===== src/rtl/park_lot_multi_gate.sv =====
// park_lot_multi_gate: NUM_GATES entry/exit gate pairs sharing CAPACITY spaces, pay-then-open per entry gate
// Ports: clk, reset (async, active-high); Ent_Sens/Exit_Sens/paid_stat per gate (level);
//   Tick_1 1 Hz strobe; Red_State/Green_State per-gate lamps; Sev_indicator free spaces;
//   Full when no space is free; Timeout_Pulse per-gate abort strobe.
// Optional feature: define PARK_PAY_TIMEOUT_EN to build the payment timeout path.
module park_lot_multi_gate #(
  parameter int CAPACITY    = 9,
  parameter int NUM_GATES   = 2,
  parameter int CNT_W       = 4,
  parameter int PAY_TIMEOUT = 10
) (
  input  logic                 clk,
  input  logic                 reset,
  input  logic [NUM_GATES-1:0] Ent_Sens,
  input  logic [NUM_GATES-1:0] Exit_Sens,
  input  logic                 Tick_1,
  input  logic [NUM_GATES-1:0] paid_stat,
  output logic [NUM_GATES-1:0] Red_State,
  output logic [NUM_GATES-1:0] Green_State,
  output logic [CNT_W-1:0]     Sev_indicator,
  output logic                 Full,
  output logic [NUM_GATES-1:0] Timeout_Pulse
);
  typedef enum logic [1:0] {IDLE, WAIT_PAY, OPEN} state_t;
  state_t state [NUM_GATES];
  state_t state_n [NUM_GATES];
  logic [NUM_GATES-1:0] ent_s, ent_d, exit_s, exit_d, ent_rise, ent_fall, exit_rise;
  logic [NUM_GATES-1:0] to, red_n, green_n, tp_n;
  logic [CNT_W-1:0] occ, resv, occ_n, resv_n, free;
  int avail, grants, aborts, commits, occ_v;
  assign ent_rise  = ent_s & ~ent_d;
  assign ent_fall  = ~ent_s & ent_d;
  assign exit_rise = exit_s & ~exit_d;
  assign free      = CNT_W'(CAPACITY - int'(occ) - int'(resv));
`ifdef PARK_PAY_TIMEOUT_EN
  localparam int TW = $clog2(PAY_TIMEOUT + 1);
  logic [TW-1:0] tcnt [NUM_GATES];
  // Counter saturates at PAY_TIMEOUT so a gate held in WAIT_PAY by payment cannot wrap.
  always_ff @(posedge clk or posedge reset)
    if (reset)
      for (int i = 0; i < NUM_GATES; i++) tcnt[i] <= '0;
    else
      for (int i = 0; i < NUM_GATES; i++)
        tcnt[i] <= (state_n[i] == WAIT_PAY && state[i] != WAIT_PAY) ? '0 :
                   (state[i] == WAIT_PAY && Tick_1 && tcnt[i] != TW'(PAY_TIMEOUT)) ? tcnt[i] + 1'b1 : tcnt[i];
  always_comb
    for (int i = 0; i < NUM_GATES; i++) to[i] = tcnt[i] == TW'(PAY_TIMEOUT);
`else
  logic unused_tick;
  assign unused_tick = Tick_1;
  assign to = '0;
`endif
  always_ff @(posedge clk or posedge reset)
    if (reset)
      for (int i = 0; i < NUM_GATES; i++) state[i] <= IDLE;
    else
      for (int i = 0; i < NUM_GATES; i++) state[i] <= state_n[i];
  // Grants are handed out in ascending gate order from the free count of the
  // registered occ/resv, so exits in this cycle never fund a grant in this cycle.
  always_comb begin
    avail   = CAPACITY - int'(occ) - int'(resv);
    grants  = 0;
    aborts  = 0;
    commits = 0;
    for (int i = 0; i < NUM_GATES; i++) begin
      state_n[i] = state[i];
      if (state[i] == IDLE && ent_rise[i] && avail > 0) begin
        state_n[i] = WAIT_PAY;
        avail--;
        grants++;
      end else if (state[i] == WAIT_PAY) begin
        if (paid_stat[i]) state_n[i] = OPEN;
        else if (!ent_s[i] || to[i]) begin
          state_n[i] = IDLE;
          aborts++;
        end
      end else if (state[i] == OPEN && ent_fall[i]) begin
        state_n[i] = IDLE;
        commits++;
      end
    end
    occ_v  = int'(occ) + commits - $countones(exit_rise);
    occ_n  = occ_v < 0 ? '0 : CNT_W'(occ_v);
    resv_n = CNT_W'(int'(resv) + grants - aborts - commits);
  end
  always_comb
    for (int i = 0; i < NUM_GATES; i++) begin
      red_n[i]   = state[i] != OPEN;
      green_n[i] = state[i] == OPEN;
      tp_n[i]    = state[i] == WAIT_PAY && !paid_stat[i] && ent_s[i] && to[i];
    end
  always_ff @(posedge clk or posedge reset)
    if (reset) begin
      ent_s         <= '0;
      ent_d         <= '0;
      exit_s        <= '0;
      exit_d        <= '0;
      occ           <= '0;
      resv          <= '0;
      Red_State     <= '1;
      Green_State   <= '0;
      Sev_indicator <= CNT_W'(CAPACITY);
      Full          <= 1'b0;
      Timeout_Pulse <= '0;
    end else begin
      ent_s         <= Ent_Sens;
      ent_d         <= ent_s;
      exit_s        <= Exit_Sens;
      exit_d        <= exit_s;
      occ           <= occ_n;
      resv          <= resv_n;
      Red_State     <= red_n;
      Green_State   <= green_n;
      Sev_indicator <= free;
      Full          <= free == '0;
      Timeout_Pulse <= tp_n;
    end
endmodule


===== config.mk =====
export PLATFORM = sky130hd
export DESIGN_NAME = park_lot_multi_gate
export DESIGN_NICKNAME = d
export VERILOG_FILES = /design/src/rtl/park_lot_multi_gate.sv
export SDC_FILE = /design/constraint.sdc
export NUM_CORES = 1
export LEC_CHECK = 0
export ABC_CLOCK_PERIOD_IN_PS = 3600
export BUFFER_PORTS_ARGS = -buffer_cell sky130_fd_sc_hd__buf_2
export CAP_MARGIN = 10
export CORE_MARGIN = 2
export CORE_UTILIZATION = 40
export DETAILED_ROUTE_END_ITERATION = 8
export HOLD_SLACK_MARGIN = 0.15
export PLACE_DENSITY = 0.64
export SLEW_MARGIN = 20
export SYNTH_ARGS = -nofsm -noshare
export SYNTH_HDL_FRONTEND = slang
export SYNTH_SLANG_ARGS = --single-unit

===== constraint.sdc =====
create_clock -name clk -period 3.6 [get_ports clk]
set_input_delay 0.36 -clock clk [delete_from_list [all_inputs] [get_ports clk]]
set_output_delay 0.36 -clock clk [all_outputs]
set_load 0.05 [all_outputs]

==> key figures, run 1 <==
GRT
  – GR Util met3: 0.0399
  – Vias in the first global route: 1174
  – First-pass GRT wire length: 5130 microns
  – Overflow after GRT: 0
  – Top Usage Layer GRT: met2
  – Grt met2 use: 0.224
  – GRT Overall Usage: 0.134
  – Met1 Use GR: 0.165
  – Largest net degree at the start of global routing: 30
  – Antenna violations before repair: 0

Timing
  – RSZ-0062 raised after global routing: true
  – Pin slew with the least headroom to its limit: 0.600 ns
  – Post-Route Skew: 0.00729 ns
  – Peak Freq: 252 MHz
  – Final setup fails: 7
  – Final setup margin: -0.376 ns
  – Period utilization: 1.10
  – Fin. Hold Viols: 0
  – Max-slew headroom: 0.600
  – Post-route minimum period: 3.98 ns
  – Max-slew violations: 0

Logic synthesis
  – Synthesized flop and latch total: 29
  – Asr flop ratio synth: 1.00
  – Yosys warns: 0
  – Top post-synthesis cells by area: dfrtp_1, ha_1, fa_1
  – Ys flop type: dfrtp_1
  – Area leader, netlist: dfrtp_1
  – Synthesized area: 1790 sq um
  – Synth Area per Inst: 10.6 sq um
  – Cell variety after synth: 36
  – Synth Instances: 169
  – Top-area cell type share of the netlist area: 0.350
  – Post-synth EDFFs: 0
  – Sequential area share after synthesis: 0.408

Route
  – DRT Pass-1 Iters: 4
  – Via density per instance: 4.64
  – Post-DR wirelength/cell: 11.4 microns
  – Post-Route WL: 3040 microns
  – Detail Route Antenna Nets: 0
  – Via count: 1235
  – DR DRC count: 0
  – 1st-iter DRT viols: 34

Placement
  – IO Port Bufs: 16
  – Final Wtd Congestion: 0.824
  – Post-DP HPWL: 2440 microns
  – DP Worst Slack: -0.403 ns

Worst hold path
  – Type of the worst min-delay path: input port to asynchronous set/reset pin

Run
  – Max-cap violations: 0

Clocking
  – Htree depth: 2
  – Clock tree buffer depth: 2
  – CTS Hold Bufs: 0
  – Root Driver: clkbuf_8
  – TritonCTS clock tree: done
  – Clk pin slew, worst setup/hold paths: 0.06 ns
  – Num CTS Buffers: 5
  – CTS sink cnt: 29
  – Clock Latency Late Sink: 0.28 ns

Cells and area
  – Layout cell share with drive strength beyond 1: 0.350
  – Synth-to-Final Area Change: 27.3%
  – Number of diodes: 0
  – Final #Nets: 252

Floorplan
  – Starting Density: 0.414
  – Std cell rows: 24
  – Width of the die: 70.9 microns
  – I/O Pins: 20
  – Die footprint: 5020 sq um
  – Die Ht: 70.9 microns
  – Core ar.: 4320 sq um

Worst setup path
  – Worst Path Arrival: 4.14 ns
  – Worst Path Max Fanout: 3
  – CP Class: flip-flop to flip-flop
  – CP required: 3.77 ns
  – CP endpoint kind: flip-flop
  – Worst setup SP type: flip-flop
  – R2R depth: 15

Run status
  – Failing checks: setup timing
  – Status: complete, but fails checks
## logic make-up after synthesis
| group | after synthesis | share of synthesized area |
|---|---|---|
| compound gates | 24 | 0.0881 |
| simple gates | 44 | 0.136 |
| xor+xnor | 9 | 0.0441 |
| mux | 2 | 0.0147 |
| other cells | 1 | 0.00210 |
| flops | 29 | 0.408 |
| buf+inv | 30 | 0.0671 |
| fa+ha+maj | 30 | 0.239 |
## metrics by stage
stage	std cells	hold slack [ns]	instance area (sq um)	utilization	setup TNS (ns)
after CTS	266	0.177	2270	0.524	-1.87
after detailed placement	258	0.359	2140	0.494	-2.38
after global routing	266	0.168	2280	0.527	-2.73
after global placement	258	0.354	2140	0.494	-2.07
final	266	0.147	2280	0.527	-1.64
after floorplan	170	0.347	1840	-	-0.876
## cell usage after synthesis, types with 2 or more instances
library cell,n
a21oi_1,8
o21ai_0,3
o211ai_1,3
nand2_1,3
nor2_1,15
a21o_1,2
buf_4,2
and3_1,2
and4_1,2
xnor2_1,6
nand2b_1,6
fa_1,7
nor2b_1,4
xor2_1,3
ha_1,23
and2_1,5
inv_1,28
dfrtp_1,25
dfstp_2,4
nor3_1,2
## layout by cell type, fill, tap and decap left out, drive strengths merged, types with 2 or more instances in the layout
cell	netlist	routed
and4	2	2
nand2	3	3
and3	2	2
and2	5	5
clkbuf	0	6
nor2b	4	4
conb	1	2
dfstp	4	4
o211ai	3	3
clkinv	0	2
ha	23	23
o21ai	4	4
inv	28	28
nor3	2	2
mux2	2	2
xor2	3	3
nor4b	2	2
a21oi	9	9
xnor2	6	6
buf	2	38
a21o	3	3
dfrtp	25	25
nand2b	6	6
nor2	15	15
fa	7	7
## critical path, stage by stage (launching register included)
cell and delay, ns:
dfrtp_1 0.39, ha_2 0.19, fa_1 0.46, ha_1 0.31, nor2b_4 0.13, nor3_2 0.16
nor2_1 0.05, mux2_4 0.28, a21bo_1 0.19, nand2_2 0.07, fa_2 0.44, fa_1 0.51
inv_2 0.05, ha_4 0.16, fa_2 0.33, xor2_1 0.14
## final timing paths
path | startpoint | end | slack [ns]
min in group clk | Exit_Sens[0] | exit_s[0] | 0.19
max | occ[0] | resv[2] | -0.38
max reg2reg | occ[0] | resv[2] | -0.38
max in group asynchronous | reset | Sev_indicator[1] | 3.05
min reg2reg | exit_s[0] | exit_d[0] | 0.37
min | reset | occ[2] | 0.15
## sequential cells by signal (all words and copies together), names as in the netlist
register	cells
Full	1
Green_State	2
Red_State	2
Sev_indicator	4
ent_d	2
ent_s	2
exit_d	2
exit_s	2
occ	4
resv	4
state	4
## layout make-up
cell class              instances  area (sq um)
fillers                       401          2050
flip-flops and latches         29           731
well taps                      52          65.1
repair buffers                 38           249
clock buffers                   6          72.6
inverters                      28           105
clock inverters                 2          10.0
multi-input cells             111          1050
## per-layer routing
metal / up-vias / routed length [microns]
met2: 17 / 1500
met1: 579 / 1380
met3: 6 / 115
li1: 633 / -
met4: 0 / 46
met5: - / 0
## what timing repair did
item                                   in CTS  in global routing
setup buffers                               0                  0
setup endpoints to repair                   8                  8
endpoints found under the hold margin       0                  0
pin swaps                                   5                  4
resized for setup                           8                  4
Power of run 1 is not shown: default switching activity piles up to over one toggle a cycle in this logic, so the estimate is an artifact.
==> run 2: changes to the inputs <==
- CORE_ASPECT_RATIO: not set -> 1.1
==> key figures, run 2 (synthesis results as in run 1) <==
Cells and area
  – Final #Nets: 254
  – Final Util: 0.557
  – Fill count: 368
  – Layout cell share with drive strength beyond 1: 0.389
  – Reg area: 731 sq um
  – Fin cells: 270
  – Multi-input gate area: 1080 sq um
  – Commonest cells after routing, fill and taps aside: dfrtp_1, inv_1, buf_4
  – Number of diodes: 0
  – Commonest non-fill, non-tap cell in the layout: dfrtp_1
  – Synth-to-Final Area Change: 33.4%

Floorplan
  – I/O Pins: 20
  – Std cell rows: 25
  – Width of the die: 67.8 microns
  – Core ar.: 4290 sq um
  – Die Ht: 74.1 microns
  – Die footprint: 5020 sq um
  – Starting Density: 0.418

Worst setup path
  – R2r startpoint: occ[0]
  – Kind of cell adding the most delay to the critical path: adder cells
  – Critical-path top delay cell: fa_1
  – CP Class: flip-flop to flip-flop
  – CP Buf/Inv Count: 1
  – R2R depth: 15
  – CP required: 3.77 ns
  – Worst Path Arrival: 4.09 ns
  – Worst setup SP type: flip-flop
  – Worst-path cell chain: ha_2 -> fa_1 -> ha_1 -> nor2b_4 -> a21oi_2 -> nor2_1 -> mux2_4 -> a21bo_1 -> nand2_2 -> fa_2 -> fa_1 -> inv_2 -> ha_4 -> fa_2 -> xor2_1
  – CP endpoint kind: flip-flop
  – Max incr delay on CP: 0.51 ns
  – Worst Path Max Fanout: 3
  – Reg2reg setup slack: -0.32 ns
  – Reg-to-reg endpoint: resv[2]

Route
  – Post-Route WL: 3640 microns
  – Detail Route Antenna Nets: 0
  – 1st-iter DRT viols: 51
  – DR DRC count: 0
  – Post-DR wirelength/cell: 13.5 microns
  – Via count: 1293
  – DRT Pass-1 Iters: 4
  – Via density per instance: 4.79

Timing
  – Peak Freq: 255 MHz
  – Pin slew with the least headroom to its limit: 0.597 ns
  – Post-Route Skew: 0.00564 ns
  – Post-route minimum period: 3.92 ns
  – Max-slew headroom: 0.601
  – Period utilization: 1.09
  – RSZ-0062 raised after global routing: true
  – Final setup fails: 7
  – Final setup margin: -0.323 ns
  – Fin. Hold Viols: 0
  – Max-slew violations: 0

GRT
  – Overflow after GRT: 0
  – GRT Overall Usage: 0.163
  – Largest net degree at the start of global routing: 30
  – Antenna violations before repair: 0
  – First-pass GRT wire length: 5940 microns
  – Vias in the first global route: 1380

Clocking
  – Clock tree buffer depth: 2
  – Clock Latency Late Sink: 0.28 ns
  – Root Driver: clkbuf_8
  – Htree depth: 2
  – TritonCTS clock tree: done
  – Clk pin slew, worst setup/hold paths: 0.06 ns
  – CTS sink cnt: 29
  – Num CTS Buffers: 5

Placement
  – IO Port Bufs: 16
  – Post-DP HPWL: 2820 microns
  – DP Worst Slack: -0.423 ns
  – DP Cell Count: 259
  – Final Wtd Congestion: 0.832

Worst hold path
  – Type of the worst min-delay path: input port to asynchronous set/reset pin

Run status
  – Status: complete, but fails checks
  – Failing checks: setup timing

Run
  – Max-cap violations: 0
-- run 2: changes by cell type in the layout (fill, tap and decap cells not counted), sizes merged --
cell | before | now
buf | 38 | 40
bufinv | 0 | 2
clkbuf | 6 | 5
clkinv | 2 | 1
-- run 2: metal layers --
metal,track usage,vias up,wire [microns]
li1,-,638,-
met1,0.166,622,1380
met3,0.0454,8,156
met4,0.0556,0,72
met2,0.313,25,2020
met5,0,-,0
-- run 2: worst max path at each step --
| stage | slack, ns | endpoint | startpoint | cells past startpoint |
|---|---|---|---|---|
| 2_1_floorplan | -0.30 | resv[2] | resv[0] | 15 |
| 3_5_place_dp | -0.42 | resv[1] | resv[0] | 14 |
| 4_1_cts | -0.32 | resv[2] | occ[0] | 15 |
| 6_report | -0.32 | resv[2] | occ[0] | 15 |
| 3_3_place_gp | -0.37 | resv[2] | resv[0] | 15 |
| 5_1_grt | -0.48 | resv[2] | occ[0] | 15 |
-- run 2: repair_timing --
action	in CTS	in global routing
pin swaps	16	8
hold buffers	0	0
endpoints found under the setup margin	8	8
cloned	0	0
gates resized for setup	9	10
setup buffers	2	2
-- run 2: cell type report --
| class | instances | share of cell area |
|---|---|---|
| clock buffer | 5 | 0.0288 |
| inverter | 28 | 0.0440 |
| timing repair buffer | 40 | 0.112 |
| tap | 54 | 0.0283 |
| sequential | 29 | 0.306 |
| multi-input combinational | 111 | 0.453 |
| clock inverter | 3 | 0.0273 |
-- run 2: through the flow --
step | TNS [ns] | cell area, sq um | hold slack, ns
after floorplan | -0.876 | 1840 | 0.347
after global placement | -1.86 | 2130 | 0.353
after detailed placement | -2.58 | 2130 | 0.357
after CTS | -2.01 | 2330 | 0.176
after global routing | -2.72 | 2390 | 0.177
final | -1.56 | 2390 | 0.139
Power of run 2 is left out for the same reason.
==> run 3: changes to the inputs <==
- CORE_UTILIZATION: 40 -> 39
- PLACE_DENSITY: 0.64 -> 0.63
==> key figures, run 3 (synthesis results as in run 1) <==
Run status
  – Status: complete, but fails checks
  – Failing checks: setup timing

GRT
  – GRT Overall Usage: 0.157
  – Overflow after GRT: 0
  – Antenna violations before repair: 0
  – Vias in the first global route: 1396
  – First-pass GRT wire length: 5910 microns
  – Largest net degree at the start of global routing: 30

Worst setup path
  – CP endpoint kind: flip-flop
  – Worst setup SP type: flip-flop
  – Worst Path Max Fanout: 3
  – CP required: 3.76 ns
  – CP Class: flip-flop to flip-flop
  – Worst Path Arrival: 4.13 ns

Cells and area
  – Layout cell share with drive strength beyond 1: 0.397
  – Fill count: 401
  – Fin cells: 273
  – Final Util: 0.544
  – Commonest cells after routing, fill and taps aside: dfrtp_1, buf_4, inv_1
  – Number of diodes: 0
  – Final #Nets: 257
  – Synth-to-Final Area Change: 32.3%

Floorplan
  – I/O Pins: 20
  – Width of the die: 68.6 microns
  – Std cell rows: 25
  – Starting Density: 0.412
  – Die footprint: 5150 sq um
  – Core ar.: 4350 sq um
  – Die Ht: 75.0 microns

Route
  – Post-Route WL: 3530 microns
  – DRT Pass-1 Iters: 4
  – 1st-iter DRT viols: 68
  – Via count: 1290
  – DR DRC count: 0
  – Detail Route Antenna Nets: 0
  – Via density per instance: 4.73
  – Post-DR wirelength/cell: 12.9 microns

Clocking
  – Htree depth: 2
  – Num CTS Buffers: 5
  – Clock Latency Late Sink: 0.28 ns
  – Root Driver: clkbuf_8
  – CTS Hold Bufs: 0
  – TritonCTS clock tree: done
  – Clock tree buffer depth: 2
  – CTS sink cnt: 29
  – Clk pin slew, worst setup/hold paths: 0.06 ns

Timing
  – Fin. Hold Viols: 0
  – Pin slew with the least headroom to its limit: 0.585 ns
  – Post-Route Skew: 0.00453 ns
  – Max-slew headroom: 0.609
  – Final setup fails: 7
  – Final setup margin: -0.365 ns
  – Post-route minimum period: 3.96 ns
  – Worst hold slack: 0.145 ns
  – Peak Freq: 252 MHz
  – RSZ-0062 raised after global routing: true
  – Max-slew violations: 0
  – Period utilization: 1.10

Placement
  – Post-DP HPWL: 2810 microns
  – DP Cell Count: 262
  – Final Wtd Congestion: 0.866
  – DP Worst Slack: -0.497 ns
  – IO Port Bufs: 16

Worst hold path
  – Type of the worst min-delay path: input port to asynchronous set/reset pin

Run
  – Max-cap violations: 0
==> run 3: cell count changes in the layout (fill, tap and decap cells not counted), sizes merged <==
cell    delta
buf        +3
clkbuf     +2
bufinv     -2
==> run 3: routing by layer <==
metal / up-vias / part of all wire / GRT usage
li1: 638 / - / -
met1: 622 / 0.41 / 0.174
met2: 28 / 0.54 / 0.284
met3: 2 / 0.040 / 0.0419
met4: 0 / 0.0062 / 0.0578
met5: - / 0 / 0
==> run 3: worst paths after layout <==
kind                              from        endpoint  slack (ns)  cells past startpoint
setup reg to reg                occ[0]         resv[2]       -0.36                     15
hold / removal                   reset  Green_State[1]        0.15                      2
hold reg to reg              exit_s[1]       exit_d[1]        0.37                      0
setup / recovery                occ[0]         resv[2]       -0.36                     15
max in group asynchronous        reset         resv[1]        3.07                      2
min in group clk           Ent_Sens[1]        ent_s[1]        0.19                      1
==> run 3: worst max-delay path: stages, from the launching register on <==
cell and delay, ns:
dfrtp_1 0.39, ha_2 0.20, fa_1 0.47, ha_1 0.30
nor2b_4 0.14, a21oi_2 0.12, nor2_1 0.06, mux2_4 0.29
a21bo_1 0.19, nand2_2 0.08, fa_2 0.44, fa_1 0.51
inv_2 0.05, ha_4 0.15, fa_2 0.33, xor2_1 0.14
==> run 3: layout make-up <==
class	instances	area, sq um	area share
clock buffers	7	96.3	0.0407
clock inverters	1	5.00	0.00211
inverters	28	105	0.0444
multi-input cells	111	1070	0.453
flip-flops and latches	29	731	0.309
well taps	54	67.6	0.0285
repair buffers	43	290	0.123
==> run 3: per-stage QoR <==
| stage | area [sq um] | TNS [ns] |
|---|---|---|
| floorplan | 1840 | -0.876 |
| global placement | 2150 | -1.88 |
| detailed placement | 2150 | -2.85 |
| CTS | 2350 | -1.91 |
| global route | 2370 | -3.06 |
| finish | 2370 | -1.78 |
==> run 3: timing repair <==
| item | in CTS | in global routing |
|---|---|---|
| gates resized for setup | 16 | 4 |
| buffers inserted | 3 | 1 |
| setup endpoints to repair | 8 | 8 |
| pin swaps | 19 | 9 |
| hold endpoints to repair | 0 | 0 |
Power of run 3 is left out for the same reason.
